## src/rtl/sd_load_scheduler.sv

```systemverilog
// sd_load_scheduler: round-robin arbiter sharing one SD block loader among NUM_CH sound channels
//   req_i/sel_i            per-channel load request pulse and sound select
//   done_o/err_o           per-channel completion / failure pulses
//   grant_valid_o/grant_ch_o/ch_we_o  current owner and its routed RAM write strobe
//   loader_go_o/loader_sel_o           GO pulse and select toward the loader
//   loader_ram_we_i/loader_done_i/loader_error_i  loader handshake (done/error are levels)
module sd_load_scheduler #(
    parameter int NUM_CH = 4,
    parameter int SEL_W = 5,
    parameter logic [23:0] TIMEOUT_CYCLES = 24'd10_000_000
) (
    input  logic                    clk50,
    input  logic                    reset,
    input  logic [NUM_CH-1:0]       req_i,
    input  logic [NUM_CH*SEL_W-1:0] sel_i,
    output logic [NUM_CH-1:0]       done_o,
    output logic [NUM_CH-1:0]       err_o,
    output logic                    grant_valid_o,
    output logic [2:0]              grant_ch_o,
    output logic [NUM_CH-1:0]       ch_we_o,
    output logic                    loader_go_o,
    output logic [SEL_W-1:0]        loader_sel_o,
    input  logic                    loader_ram_we_i,
    input  logic                    loader_done_i,
    input  logic                    loader_error_i
);
    typedef enum logic [2:0] {BOOT, IDLE, ISSUE, WAIT_START, WAIT_DONE, FAULT} state_t;
    state_t state, state_n;
    logic [NUM_CH-1:0] pending, clr, grant_oh, fault_oh;
    logic [SEL_W-1:0] sel_q [NUM_CH];
    logic [SEL_W-1:0] pick_sel;
    logic [2:0] rr_ptr, pick, rr_next;
    logic [23:0] timer;
    logic found, fault_hit, advance, timeout, waiting;
    assign grant_oh = NUM_CH'(1) << grant_ch_o;
    assign rr_next = 3'((int'(grant_ch_o) + 1) % NUM_CH);
    assign timeout = timer == TIMEOUT_CYCLES - 24'd1;
    assign waiting = state == WAIT_START || state == WAIT_DONE;
    assign grant_valid_o = state == ISSUE || waiting;
    assign loader_go_o = state == ISSUE;
    // outer loop walks offsets from rr_ptr so the first hit is the round-robin winner
    always_comb begin
        found = 1'b0;
        pick = '0;
        pick_sel = '0;
        for (int i = 0; i < NUM_CH; i++)
            for (int c = 0; c < NUM_CH; c++)
                if (!found && pending[c] && c == (int'(rr_ptr) + i) % NUM_CH) begin
                    found = 1'b1;
                    pick = 3'(c);
                    pick_sel = sel_q[c];
                end
    end
    always_comb begin
        fault_hit = 1'b0;
        fault_oh = '0;
        for (int c = 0; c < NUM_CH; c++)
            if (!fault_hit && pending[c]) begin
                fault_hit = 1'b1;
                fault_oh[c] = 1'b1;
            end
    end
    always_comb begin
        state_n = state;
        done_o = '0;
        err_o = '0;
        ch_we_o = '0;
        clr = '0;
        advance = 1'b0;
        case (state)
            BOOT: state_n = loader_error_i ? FAULT : loader_done_i ? IDLE : BOOT;
            IDLE: if (found) begin
                clr = NUM_CH'(1) << pick;
                state_n = ISSUE;
            end
            ISSUE: state_n = WAIT_START;
            WAIT_START, WAIT_DONE: begin
                ch_we_o = (state == WAIT_DONE && loader_ram_we_i) ? grant_oh : '0;
                if (loader_error_i) begin
                    err_o = grant_oh;
                    state_n = FAULT;
                end else if (state == WAIT_DONE && loader_done_i) begin
                    done_o = grant_oh;
                    advance = 1'b1;
                    state_n = IDLE;
                end else if (timeout) begin
                    err_o = grant_oh;
                    advance = 1'b1;
                    state_n = IDLE;
                end else if (state == WAIT_START && !loader_done_i) state_n = WAIT_DONE;
            end
            FAULT: begin
                clr = fault_oh;
                err_o = fault_oh;
            end
            default: state_n = BOOT;
        endcase
    end
    always_ff @(posedge clk50) begin
        if (reset) begin
            state <= BOOT;
            pending <= '0;
            rr_ptr <= '0;
            timer <= '0;
            grant_ch_o <= '0;
            loader_sel_o <= '0;
        end else begin
            state <= state_n;
            // a request on the same cycle its bit is cleared re-pends
            pending <= (pending & ~clr) | req_i;
            if (state == IDLE && found) begin
                grant_ch_o <= pick;
                loader_sel_o <= pick_sel;
            end
            if (advance) rr_ptr <= rr_next;
            if (state == ISSUE) timer <= '0;
            else if (waiting && timer != '1) timer <= timer + 24'd1;
        end
    end
    always_ff @(posedge clk50)
        for (int c = 0; c < NUM_CH; c++)
            if (reset) sel_q[c] <= '0;
            else if (req_i[c]) sel_q[c] <= sel_i[c*SEL_W +: SEL_W];
endmodule
```

## config.mk

```make
export PLATFORM = sky130hd
export DESIGN_NAME = sd_load_scheduler
export DESIGN_NICKNAME = d
export VERILOG_FILES = /design/src/rtl/sd_load_scheduler.sv
export SDC_FILE = /design/constraint.sdc
export NUM_CORES = 1
export LEC_CHECK = 0
export CORE_ASPECT_RATIO = 2
export CORE_MARGIN = 2
export CORE_UTILIZATION = 55
export DETAILED_ROUTE_END_ITERATION = 8
export GPL_TIMING_DRIVEN = 0
export PLACE_DENSITY_LB_ADDON = 0.08
export SLEW_MARGIN = 20
export SYNTH_ARGS = -nofsm -noshare
export SYNTH_HDL_FRONTEND = slang
export SYNTH_SLANG_ARGS = --single-unit
```

## constraint.sdc

```tcl
create_clock -name clk50 -period 5.1 [get_ports clk50]
set_clock_uncertainty 0.15 [all_clocks]
set_input_delay 1.02 -clock clk50 [delete_from_list [all_inputs] [get_ports clk50]]
set_output_delay 1.02 -clock clk50 [all_outputs]
set_load 0.02 [all_outputs]
```

==> metrics.txt, run 1 <==
# fillers 557; HP Class reg -> reg; P&R area growth vs syn 24.5%; TritonCTS clock tree built; Syn. warnings 0; fin crit share 0.844; WS Path Type in -> out; Hold Path Depth 2; clock sinks 60; die area 7520 um2; register bit total from synthesis 60; CP Launch Type input pin; Worst Setup End Kind output port; worst skew pair latency 330 ps; area of the core 6620 um2; P per Cell Area 331 nW/um2; Worst EP required 3930 ps; CP max FO 10; minimum clock period 4300 ps; vias per inst 6.21; largest net degree at the start of global routing 11; first-pass GRT wire length 18.7 mm; flop-to-flop setup slack 2770 ps; syn avg cell area 8.41 um2; CTS Buf Count 9; Max Buffers Root-to-Sink 2; Slew @ Worst Pin 797 ps; post-synth top area share 0.214; port bufs 49; ys flop type dfxtp_1; Antenna Cells 0; final hold vios 0; status completed; FMAX 0.232 GHz; Synth area leader dfxtp_1; ANT nets after route 0; Synth Cell Area 3740 um2; Yosys cell types 70; post-CTS resize count 0; post-route setup TNS 0 ps; syn_nets 479; most common cell in the synthesized netlist nor2_1; WL/cell 20.0 um; Initial DRT Pass Iterations 6; Endpoint, Worst Hold loader_sel_o[0]; Cells after Synth 445; layout cell share with drive strength beyond 1 0.100; DRT Wirelength 11.9 mm; Multi-input gate area 2150 um2; Die Span Y 121 um; Post-CTS Setup Inserts 0; clock-pin transition on the worst setup and hold timing paths 50 ps; Starting Density 0.565; via count 3708; LEAKAGE 1.68 nW; crit path DAT 3130 ps; Crit Reg-Reg Endpoint pending[2]; initial drt markers 255; peak supply drop 293 uV; number of global-route vias before repair 3714; Synth area leaders dfxtp_1 (21%), edfxtp_1 (16%), nor2_1 (5.8%), xor2_1 (4.7%), and2_1 (4.3%); CTS root buffer clkbuf_16; Final HPWL DP 9.21 mm; asr flop ratio synth 0; row cnt 42; Max-Cap Viols 0; RSZ-0062 raised after global routing false; total grt overflow 0; Placer Congestion 1.05; Final Max Slew Viols 0; Nets 539; worst r2r path cells 7; Final Setup Violations 0; # hold bufs at CTS 0; Post-synth EDFFs 20; register area share after synthesis 0.375; sequential cell area 1400 um2; initial antenna violation count 0; R2R Path Start pending[2]; DRC 0; Final Core Density 0.703; HP Start loader_sel_o[0]; slew margin rel. 0.464; top post-synthesis cells by count nor2_1 (58), dfxtp_1 (40), nand2_1 (29); CTS H-tree depth 3; width of the die 62.3 um; io pins 51; CP startpoint loader_error_i; total track usage 0.327
-- power by group --
group | switching, mW | internal [mW]
Combinational | 0.207 | 0.134
Sequential | 0.0267 | 0.531
Clock | 0.210 | 0.435
Total | 0.444 | 1.10
-- cell families (layout without fill, tap and decap cells) --
family,Yosys count,in the layout,synth area share
simple gates,209,209,0.303
fa+ha+maj,5,5,0.0167
buf+inv,43,107,0.0512
flops,60,60,0.375
compound gates,104,104,0.199
xor+xnor,22,22,0.0515
mux,1,1,0.00268
other cells,1,1,0.00100
-- sequential cells by signal, indices dropped and copies added (netlist names) --
register	count
state	3
sel_q	20
grant_ch_o	2
timer	24
loader_sel_o	5
rr_ptr	2
pending	4
-- critical path, stage by stage --
cell	delay, ps
clkdlybuf4s50_1	480
clkbuf_1	330
nor2_1	140
a211oi_2	350
a32o_1	200
clkdlybuf4s50_1	600
-- routing by layer --
layer,GRT usage,vias up,part of all wire
li1,-,1745,-
met1,0.287,1740,0.32
met2,0.635,165,0.57
met3,0.0586,58,0.043
met4,0.253,0,0.070
met5,0,-,0
-- cell type report --
class,count,area share
Multi-Input combinational cell,342,0.461
Sequential cell,60,0.301
Timing Repair Buffer,49,0.105
Clock buffer,10,0.0513
Buffer,29,0.0298
Tap cell,88,0.0236
Clock inverter,5,0.0164
Inverter,14,0.0113
-- through the flow --
| stage | cells | area [um2] | setup WS [ps] | hold slack [ps] | total power [mW] |
|---|---|---|---|---|---|
| 3_5_place_dp | 582 | 4340 | 823 | 356 | 0.900 |
| 6_report | 597 | 4660 | 796 | 359 | 1.54 |
| 5_1_grt | 597 | 4660 | 712 | 400 | 1.60 |
| 4_1_cts | 597 | 4660 | 815 | 364 | 1.54 |
| 3_3_place_gp | 582 | 4340 | 856 | 340 | 0.894 |
| 2_1_floorplan | 445 | 3740 | 2050 | 322 | 0.771 |
-- cell usage in the layout (no fill, tap or decap), types with 6 or more instances in the layout --
cell,synthesis,final
clkdlybuf4s50_1,0,49
nor2_1,58,58
and2_1,26,26
xor2_1,20,20
nand3_1,17,17
and3_1,8,8
nand2_1,29,29
buf_2,17,17
nand4_1,11,11
clkbuf_1,8,8
inv_1,14,14
nand2b_1,6,6
edfxtp_1,20,20
clkbuf_16,0,9
nor4_1,8,8
o21ai_0,18,18
nor2b_1,8,8
nor3_1,8,8
a21oi_1,22,22
a211oi_1,6,6
a31oi_1,7,7
dfxtp_1,40,40
-- worst max path at each step --
stage	endpoint	cells after the start	slack [ps]
after floorplan	err_o[0]	4	2050
after global placement	err_o[0]	6	860
after detailed placement	err_o[0]	6	820
after CTS	err_o[0]	6	820
after global routing	err_o[0]	6	710
final	err_o[0]	6	800
Power figures use the tool's default switching activity.
==> run 2: changes to the inputs <==
- CORE_UTILIZATION: 55 -> 50
- clock period: 5.1 -> 3.5 ns (I/O delays scaled with it)
==> run 2 against run 1 <==
Effect of this change:
- first-iteration DRC count grew 9.0%
- sequential share of layout area about the same
- clock-buffer cell count is the same
- cell count up 1.0%
- sequential power grew 46%
- worst setup slack worse by 720 ps
- clock power up 35%
- critical endpoint is now done_o[2]
- largest cell class unchanged
==> metrics.txt, run 2 (synthesis results as in run 1) <==
HP Start timer[20]; P per Cell Area 470 nW/um2; Antenna Cells 0; Top Registers timer (24), sel_q (20), loader_sel_o (5); die area 8230 um2; largest net degree at the start of global routing 12; layout cell share with drive strength beyond 1 0.115; Starting Density 0.515; routing usage on met1 0.276; status completed; CTS root buffer clkbuf_16; CP max FO 5; row cnt 44; Final Core Density 0.641; io pins 51; Top reg by flops timer; clock sinks 60; total track usage 0.304; clock-pin transition on the worst setup and hold timing paths 50 ps; most common cell after layout, fill and taps aside nor2_1; # hold bufs at CTS 0; ANT nets after route 0; initial drt markers 278; Final HPWL DP 9.07 mm; CP max stage cell clkdlybuf4s50_1; LEAKAGE 1.69 nW; first-pass GRT wire length 18.7 mm; TritonCTS clock tree built; DRT Wirelength 12.1 mm; worst skew pair latency 340 ps; port bufs 49; HP Class reg -> reg; most frequent cells in the layout nor2_1 (58), clkdlybuf4s50_1 (45), dfxtp_1 (40); via count 3790; Final Power 2.19 mW; critical path's top delay family buffers and inverters; slowest stage delay, CP 600 ps; Worst EP required 2650 ps; Nets 540; WS Path Type in -> out; Final Setup Violations 0; final hold vios 0; R2R Path Start rr_ptr[1]; width of the die 65.2 um; CP startpoint loader_done_i; Post-DP Area 4350 um2; Max Buffers Root-to-Sink 2; peak supply drop 374 uV; busiest metal layer after global routing met2; initial antenna violation count 0; fin crit share 0.978; Final Max Slew Viols 0; minimum clock period 3420 ps; CTS Buf Count 9; CP dominant cell by count clkdlybuf4s50_1; Die Span Y 126 um; Max-Cap Viols 0; CTS H-tree depth 3; crit path DAT 2570 ps; met2 GRT Util 0.555; WL/cell 20.1 um; Initial DRT Pass Iterations 7; area of the core 7270 um2; max reg flops 24; slew margin rel. 0.542; total grt overflow 0; DRC 0; RSZ-0062 raised after global routing false; crit path cell chain clkdlybuf4s50_1 > inv_1 > nor3_1 > and2_1 > clkdlybuf4s50_1; vias per inst 6.29; Final Cell Area 4660 um2; Worst Setup End Kind output port; P&R area growth vs syn 24.6%; CP Launch Type input pin; Placer Congestion 0.962; met3 Use GR 0.0771; Slew @ Worst Pin 680 ps; number of global-route vias before repair 3779; FMAX 0.292 GHz; Buf/Inv on CP 3
run 2: changes by cell type in the layout (fill, tap and decap cells not counted), moves of 2 or more:
cell,previous run,this run
buf_4,2,4
clkdlybuf4s50_1,49,45
clkinv_1,2,0
clkinv_2,0,2
clkinvlp_4,0,2
dlygate4sd2_1,0,4
run 2: cell type report:
cell class                 instances  area, um2
fill                             634       2610
multi-input combinational        342       2160
sequential                        60       1400
tap                               92        115
clock buffer                      10        229
buffer                            28        135
timing repair buffer              51        500
clock inverter                     6       63.8
inverter                          14       52.6
run 2: metrics by stage:
step	setup TNS [ps]	cells	hold slack (ps)	setup slack (ps)
after detailed placement	-493	586	348	-137
after global routing	0	603	412	0.496
final	0	603	367	78.5
after floorplan	0	445	322	1000
after global placement	-384	586	336	-98.3
after CTS	0	603	372	89.0
run 2: per-layer routing:
layer / part of all wire / up-vias
met2: 0.55 / 180
met3: 0.050 / 60
met5: 0 / -
met1: 0.33 / 1814
li1: - / 1736
met4: 0.074 / 0
run 2: repair_timing:
item / in CTS / in global routing
setup endpoints to repair: 4 / 0
gates resized for setup: 8 / 0
buffers inserted: 2 / 0
endpoints found under the hold margin: 0 / 0
run 2: path summary, 6_finish.rpt:
path	slack, ps	end	depth (start not counted)
setup / recovery	80	done_o[2]	5
hold / removal	370	timer[20]	2
setup reg to reg	1260	loader_sel_o[3]	7
hold reg to reg	370	timer[20]	2
run 2: power by group:
group	switching [mW]	leakage, nW	total, mW	internal, mW
Clock	0.322	0.139	0.872	0.550
Combinational	0.306	1.02	0.500	0.194
Sequential	0.0435	0.540	0.816	0.773
Total	0.671	1.69	2.19	1.52
run 2: tightest hold or removal path, cell delays in order, from the launching register on:
cell and delay [ps]:
dfxtp_1 330, xor2_1 70, nor2_1 80
==> run 3: changes to the inputs <==
- CTS_CLUSTER_DIAMETER: unset -> 100
==> results of run 3 <==
Final layout, timing and power as in run 2 (identical DEF).
